[src/rtl/uart_stream_pkg.sv]
// Shared encodings for the byte streamer that feeds uart_tx.
package uart_stream_pkg;

    typedef enum logic [2:0] {
        S_IDLE      = 3'd0,
        S_LAUNCH    = 3'd1,
        S_WAIT_DONE = 3'd2,
        S_GAP       = 3'd3
    } state_t;

    // Which header byte, if any, is currently loaded on the transmitter.
    typedef enum logic [1:0] {
        HDR_NONE = 2'd0,
        HDR_IDX0 = 2'd1,
        HDR_IDX1 = 2'd2
    } hdr_idx_t;

    localparam logic [7:0] HDR_BYTE0_DEFAULT = 8'hAA;
    localparam logic [7:0] HDR_BYTE1_DEFAULT = 8'h55;

endpackage

[src/rtl/sync_byte_fifo.sv]
// Single-clock byte FIFO with registered status flags and a sticky overflow bit.
module sync_byte_fifo #(
    parameter int DEPTH  = 16,
    parameter int ADDR_W = 4
) (
    input  logic              i_Clock,
    input  logic              i_Reset,
    input  logic              i_Wr_En,
    input  logic [7:0]        i_Wr_Byte,
    input  logic              i_Rd_En,
    output logic [7:0]        o_Rd_Byte,
    output logic              o_Full,
    output logic              o_Empty,
    output logic [ADDR_W:0]   o_Count,
    output logic              o_Overflow
);

    localparam logic [ADDR_W:0] DEPTH_CNT = (ADDR_W+1)'(DEPTH);

    logic [7:0]        mem [DEPTH];
    logic [ADDR_W-1:0] wr_ptr;
    logic [ADDR_W-1:0] rd_ptr;
    logic [ADDR_W:0]   count_next;
    logic              push;
    logic              pop;

    // Full is the registered flag, so a write while full is dropped even if a pop happens.
    assign push      = i_Wr_En && !o_Full;
    assign pop       = i_Rd_En && !o_Empty;
    assign o_Rd_Byte = mem[rd_ptr];

    always_comb begin
        count_next = o_Count;
        case ({push, pop})
            2'b10:   count_next = o_Count + (ADDR_W+1)'(1);
            2'b01:   count_next = o_Count - (ADDR_W+1)'(1);
            default: count_next = o_Count;
        endcase
    end

    always_ff @(posedge i_Clock) begin
        if (push) begin
            mem[wr_ptr] <= i_Wr_Byte;
        end
    end

    always_ff @(posedge i_Clock) begin
        if (i_Reset) begin
            wr_ptr     <= '0;
            rd_ptr     <= '0;
            o_Count    <= '0;
            o_Full     <= 1'b0;
            o_Empty    <= 1'b1;
            o_Overflow <= 1'b0;
        end else begin
            if (push) begin
                wr_ptr <= wr_ptr + ADDR_W'(1);
            end
            if (pop) begin
                rd_ptr <= rd_ptr + ADDR_W'(1);
            end
            o_Count <= count_next;
            o_Full  <= (count_next == DEPTH_CNT);
            o_Empty <= (count_next == '0);
            if (i_Wr_En && o_Full) begin
                o_Overflow <= 1'b1;
            end
        end
    end

endmodule

[src/rtl/uart_tx_byte_streamer.sv]
// Drains a byte FIFO into uart_tx one byte at a time, optionally prefixing a two-byte sync header.
//   state       | meaning
//   S_IDLE      | wait for a free transmitter and a pending header or queued byte
//   S_LAUNCH    | o_Tx_DV pulse for the loaded byte
//   S_WAIT_DONE | wait for i_Tx_Done to rise
//   S_GAP       | wait for i_Tx_Done to fall; chain HDR_BYTE1 after HDR_BYTE0
module uart_tx_byte_streamer
    import uart_stream_pkg::*;
#(
    parameter int         DEPTH     = 16,
    parameter int         ADDR_W    = 4,
    parameter logic [7:0] HDR_BYTE0 = HDR_BYTE0_DEFAULT,
    parameter logic [7:0] HDR_BYTE1 = HDR_BYTE1_DEFAULT
) (
    input  logic              i_Clock,
    input  logic              i_Reset,
    input  logic              i_Wr_En,
    input  logic [7:0]        i_Wr_Byte,
    output logic              o_Full,
    output logic              o_Empty,
    output logic [ADDR_W:0]   o_Count,
    output logic              o_Overflow,
    input  logic              i_Frame_Start,
    output logic              o_Tx_DV,
    output logic [7:0]        o_Tx_Byte,
    input  logic              i_Tx_Active,
    input  logic              i_Tx_Done,
    output logic              o_Busy
);

    state_t     state;
    state_t     state_next;
    hdr_idx_t   hdr_idx;
    hdr_idx_t   hdr_idx_next;
    logic       hdr_pend;
    logic       hdr_clr;
    logic [7:0] tx_byte_next;
    logic       fifo_pop;
    logic [7:0] fifo_byte;
    logic       tx_free;

    sync_byte_fifo #(
        .DEPTH  (DEPTH),
        .ADDR_W (ADDR_W)
    ) u_fifo (
        .i_Clock    (i_Clock),
        .i_Reset    (i_Reset),
        .i_Wr_En    (i_Wr_En),
        .i_Wr_Byte  (i_Wr_Byte),
        .i_Rd_En    (fifo_pop),
        .o_Rd_Byte  (fifo_byte),
        .o_Full     (o_Full),
        .o_Empty    (o_Empty),
        .o_Count    (o_Count),
        .o_Overflow (o_Overflow)
    );

    // uart_tx is not reset with us, so a frame may still be finishing after our reset.
    assign tx_free = !i_Tx_Active && !i_Tx_Done;
    assign o_Busy  = (state != S_IDLE);

    always_comb begin
        state_next   = state;
        hdr_idx_next = hdr_idx;
        tx_byte_next = o_Tx_Byte;
        fifo_pop     = 1'b0;
        hdr_clr      = 1'b0;
        o_Tx_DV      = 1'b0;
        case (state)
            S_IDLE: begin
                if (tx_free && hdr_pend) begin
                    tx_byte_next = HDR_BYTE0;
                    hdr_idx_next = HDR_IDX0;
                    state_next   = S_LAUNCH;
                end else if (tx_free && !o_Empty) begin
                    fifo_pop     = 1'b1;
                    tx_byte_next = fifo_byte;
                    hdr_idx_next = HDR_NONE;
                    state_next   = S_LAUNCH;
                end
            end
            S_LAUNCH: begin
                o_Tx_DV    = 1'b1;
                state_next = S_WAIT_DONE;
            end
            S_WAIT_DONE: begin
                if (i_Tx_Done) begin
                    state_next = S_GAP;
                end
            end
            S_GAP: begin
                if (!i_Tx_Done) begin
                    if (hdr_idx == HDR_IDX0) begin
                        tx_byte_next = HDR_BYTE1;
                        hdr_idx_next = HDR_IDX1;
                        hdr_clr      = 1'b1;
                        state_next   = S_LAUNCH;
                    end else begin
                        state_next = S_IDLE;
                    end
                end
            end
            default: begin
                state_next = S_IDLE;
            end
        endcase
    end

    always_ff @(posedge i_Clock) begin
        if (i_Reset) begin
            state     <= S_IDLE;
            hdr_idx   <= HDR_NONE;
            hdr_pend  <= 1'b0;
            o_Tx_Byte <= 8'h00;
        end else begin
            state     <= state_next;
            hdr_idx   <= hdr_idx_next;
            // A new request in the clearing cycle wins and queues another header.
            hdr_pend  <= i_Frame_Start || (hdr_pend && !hdr_clr);
            o_Tx_Byte <= tx_byte_next;
        end
    end

endmodule

[config.mk]
export PLATFORM = sky130hd
export DESIGN_NAME = uart_tx_byte_streamer
export DESIGN_NICKNAME = d
export VERILOG_FILES = /design/src/rtl/uart_stream_pkg.sv /design/src/rtl/sync_byte_fifo.sv /design/src/rtl/uart_tx_byte_streamer.sv
export SDC_FILE = /design/constraint.sdc
export NUM_CORES = 1
export LEC_CHECK = 0
export ABC_AREA = 1
export CORE_MARGIN = 5
export CORE_UTILIZATION = 35
export CTS_CLUSTER_DIAMETER = 80
export DETAILED_ROUTE_END_ITERATION = 8
export GPL_ROUTABILITY_DRIVEN = 0
export PLACE_DENSITY = 0.56
export SYNTH_ARGS = -nofsm -noshare
export SYNTH_HDL_FRONTEND = slang
export SYNTH_SLANG_ARGS = --single-unit
[constraint.sdc]
create_clock -name i_Clock -period 5.65 [get_ports i_Clock]
set_input_delay 0.8475 -clock i_Clock [delete_from_list [all_inputs] [get_ports i_Clock]]
set_output_delay 0.8475 -clock i_Clock [all_outputs]
set_load 0.03 [all_outputs]
==> out/qor.csv <==
stage,metric,value,unit
power,p_per_area,380,nW/um^2
cells_and_area,final_cell_area,8190,um^2
yosys,synth_area_leaders,"edfxtp_1 (54%), nand2_1 (13%), dfxtp_1 (9.4%)",
die,dieArea,23100,um^2
critical_path,cp.required,6.00,ns
die,pin_count,32,
yosys,synth_seq_cells,161,
die,start_util,35.3,%
timing,fin_crit_sh,52.0,%
cells_and_area,diodes,0,
clocking,cts_tree,yes,
critical_path,crit_chain,clkdlybuf4s50_1 > nor2_4 > nand4_1 > inv_1 > ha_1 > nor2_1 > nor2_1 > ha_1 > mux2i_1 > nand2_1 > nor2_1 > nand3_1 > o21ai_0,
critical_path,crit_type,input pin to flop,
timing,setup_tns,0,ns
critical_path,path_common_cell,nor2_1,
yosys,syn-num-nets,751,
flow_run,drv_cap,0,
die,fp-row-count,52,
detailed_routing,antenna_left,0,
run_status,status,finished clean,
power,peakVddDrop,0.000192,V
global_route,first_global_vias,4589,
global_route,grt_use_total,14.2,%
placed_design,post-dp-hpwl,9880,um
detailed_routing,drtIter0Drc,448,
yosys,synthesis.area,7060,um^2
yosys,netlist_instances,724,
timing,slew_viol_final,0,
detailed_routing,vias_per_cell,4.54,
detailed_routing,wl,16100,um
die,die_h,152,um
yosys,yosys.area.top_type,edfxtp_1,
power,p_leak,3.33,nW
clocking,cts_sinks,161,
die,coreArea,20000,um^2
clocking,h-tree-depth,4,
detailed_routing,wl_per_cell,15.6,um
timing,fmaxAchievable,341,MHz
critical_path,path_max_fanout,6,
timing,slew_headroom,20.9,%
clocking,clock_latency,0.43,ns
timing,layout_min_cycle_time,2.94,ns
yosys,seq_area_frac_synth,63.8,%
critical_path,cpPeakStageDelay,0.49,ns
clocking,cts_buffers,17,
placed_design,io_buffers,31,
yosys,synth_warnings,0,
clocking,cts_setup_buffers,0,
die,die_w,152,um
clocking,cts_buffer_depth,2,
global_route,overflow,0,
critical_path,crit_arrival,3.29,ns
cells_and_area,area_growth_syn_to_layout,15.9,%
timing,hold_viol,0,
worst_hold_path,min-delay-path-class,flop to flop,
yosys,synth_top_area_share,54.4,%
placed_design,postPlaceCellArea,7550,um^2
critical_path,crit_slowest_cell,clkdlybuf4s50_1,
timing,fin_worst_skew,0.00857,ns
timing,rsz0062_at_grt,false,
critical_path,end_kind,flop,
clocking,ctsHoldBuffers,0,
detailed_routing,drt_pass1_iterations,5,
clocking,root_buffer,clkbuf_16,
clocking,post_cts_resized,0,
critical_path,start_kind,input pin,
detailed_routing,vias,4671,
cells_and_area,drive_gt1_share,5.67,%
timing,tightest_slew,1.19,ns
clocking,path_clk_slew,0.06,ns
timing,setup_viol,0,
yosys,ys_types,31,
global_route,antenna_found_initial,0,
global_route,grt_start_max_net_pins,66,
detailed_routing,drc,0,
cells_and_area,fin_nets,775,
yosys,avgSynthCellArea,9.76,um^2
global_route,grt_pass1_wl,25700,um
[kinds of logic (layout without fill, tap and decap cells)]
kind of cell	after synthesis	in the layout	synth area share [%]
AO/OA/AOI/OAI	34	34	2.96
buffers and inverters	128	163	7.85
AND/OR/NAND/NOR	385	385	22.7
flip-flops	161	161	63.8
multiplexers	1	1	0.142
XOR/XNOR	2	2	0.248
adder cells (fa/ha/maj)	13	13	2.30
[synth_stat cells]
cell	n
ha_1	13
a211oi_1	1
mux2i_1	1
clkbuf_1	3
a211oi_2	1
nand2_1	245
o21ai_2	2
nor4_1	1
inv_2	2
o211ai_1	1
nand3_1	101
nand4_1	2
nor2_4	1
clkbuf_2	1
nor2_1	29
inv_1	98
edfxtp_1	128
buf_6	5
xor2_1	2
a21oi_1	20
nand2_2	1
buf_4	5
a31oi_4	1
o21bai_1	1
buf_2	13
o21ai_0	7
nand2_4	1
nor3_1	3
nand3_2	1
buf_1	1
dfxtp_1	33
[power breakdown]
group / leakage, nW / switching [mW] / internal [mW] / total (mW)
registers: 1.43 / 0.0313 / 1.33 / 1.36
logic: 1.60 / 0.334 / 0.169 / 0.502
clock network: 0.297 / 0.464 / 0.780 / 1.24
total: 3.33 / 0.829 / 2.28 / 3.11
[per-stage QoR]
stage | setup WS, ns | cells | total power [mW] | util (%) | hold slack, ns
2_1_floorplan | 3.08 | 724 | 1.73 | - | 0.436
3_3_place_gp | 2.34 | 999 | 1.90 | 37.7 | 0.454
3_5_place_dp | 2.29 | 999 | 1.90 | 37.7 | 0.459
4_1_cts | 2.70 | 1029 | 3.14 | 40.9 | 0.470
5_1_grt | 2.44 | 1029 | 3.25 | 40.9 | 0.489
6_report | 2.71 | 1029 | 3.11 | 40.9 | 0.466
[state kept, by name, summed over array words and instances, names as in the netlist, named ones only]
name and cells:
hdr_idx 2, hdr_pend 1, o_Tx_Byte 8, state 2, u_fifo.mem 128, u_fifo.o_Count 5, u_fifo.o_Empty 1, u_fifo.o_Full 1
u_fifo.o_Overflow 1, u_fifo.rd_ptr 4, u_fifo.wr_ptr 4
[cell usage in the layout (no fill, tap or decap), types with 2 or more instances in the layout]
cell / count
a21oi_1: 20
buf_4: 2
bufinv_16: 5
clkbuf_16: 17
clkdlybuf4s50_1: 31
clkinv_4: 2
clkinvlp_4: 4
dfxtp_1: 32
edfxtp_1: 128
ha_1: 13
inv_1: 98
inv_2: 2
nand2_1: 245
nand3_1: 101
nand4_1: 2
nor2_1: 29
nor3_1: 3
o21ai_0: 7
o21ai_2: 2
xor2_1: 2
[critical path: cells and delay by family]
family	cells	cell delay, ns
adders and majority gates	2	0.52
and+or+nand+nor	7	0.92
AOI/OAI and AO/OA	1	0.14
buffers and inverters	2	0.68
muxes	1	0.16
[per-layer routing]
layer | routed length (um) | up-vias | share of wire [%] | track usage, %
li1 | - | 2399 | - | -
met1 | 7090 | 2181 | 44 | 18.1
met2 | 8030 | 75 | 50 | 24.1
met3 | 584 | 16 | 3.6 | 2.76
met4 | 348 | 0 | 2.2 | 5.39
met5 | 0 | - | 0 | 0
[worst paths after layout]
kind	from	to	slack, ns	cells after the start
setup reg to reg	flop	o_Tx_Byte[5]$_SDFFE_PP0P_	2.96	10
setup / recovery	i_Tx_Done	u_fifo.o_Empty$_SDFF_PP1_	2.71	13
hold reg to reg	o_Tx_Byte[7]$_SDFFE_PP0P_	o_Tx_Byte[7]$_SDFFE_PP0P_	0.47	2
hold / removal	o_Tx_Byte[7]$_SDFFE_PP0P_	o_Tx_Byte[7]$_SDFFE_PP0P_	0.47	2
[layout make-up]
cell class / count / area [um^2]
Tap cell: 270 / 338
Timing Repair Buffer: 33 / 325
Sequential cell: 161 / 4510
Clock inverter: 13 / 211
Fill cell: 2003 / 11900
Multi-Input combinational cell: 435 / 2010
Inverter: 100 / 375
Clock buffer: 17 / 425
(Power assumes the default switching activity.)
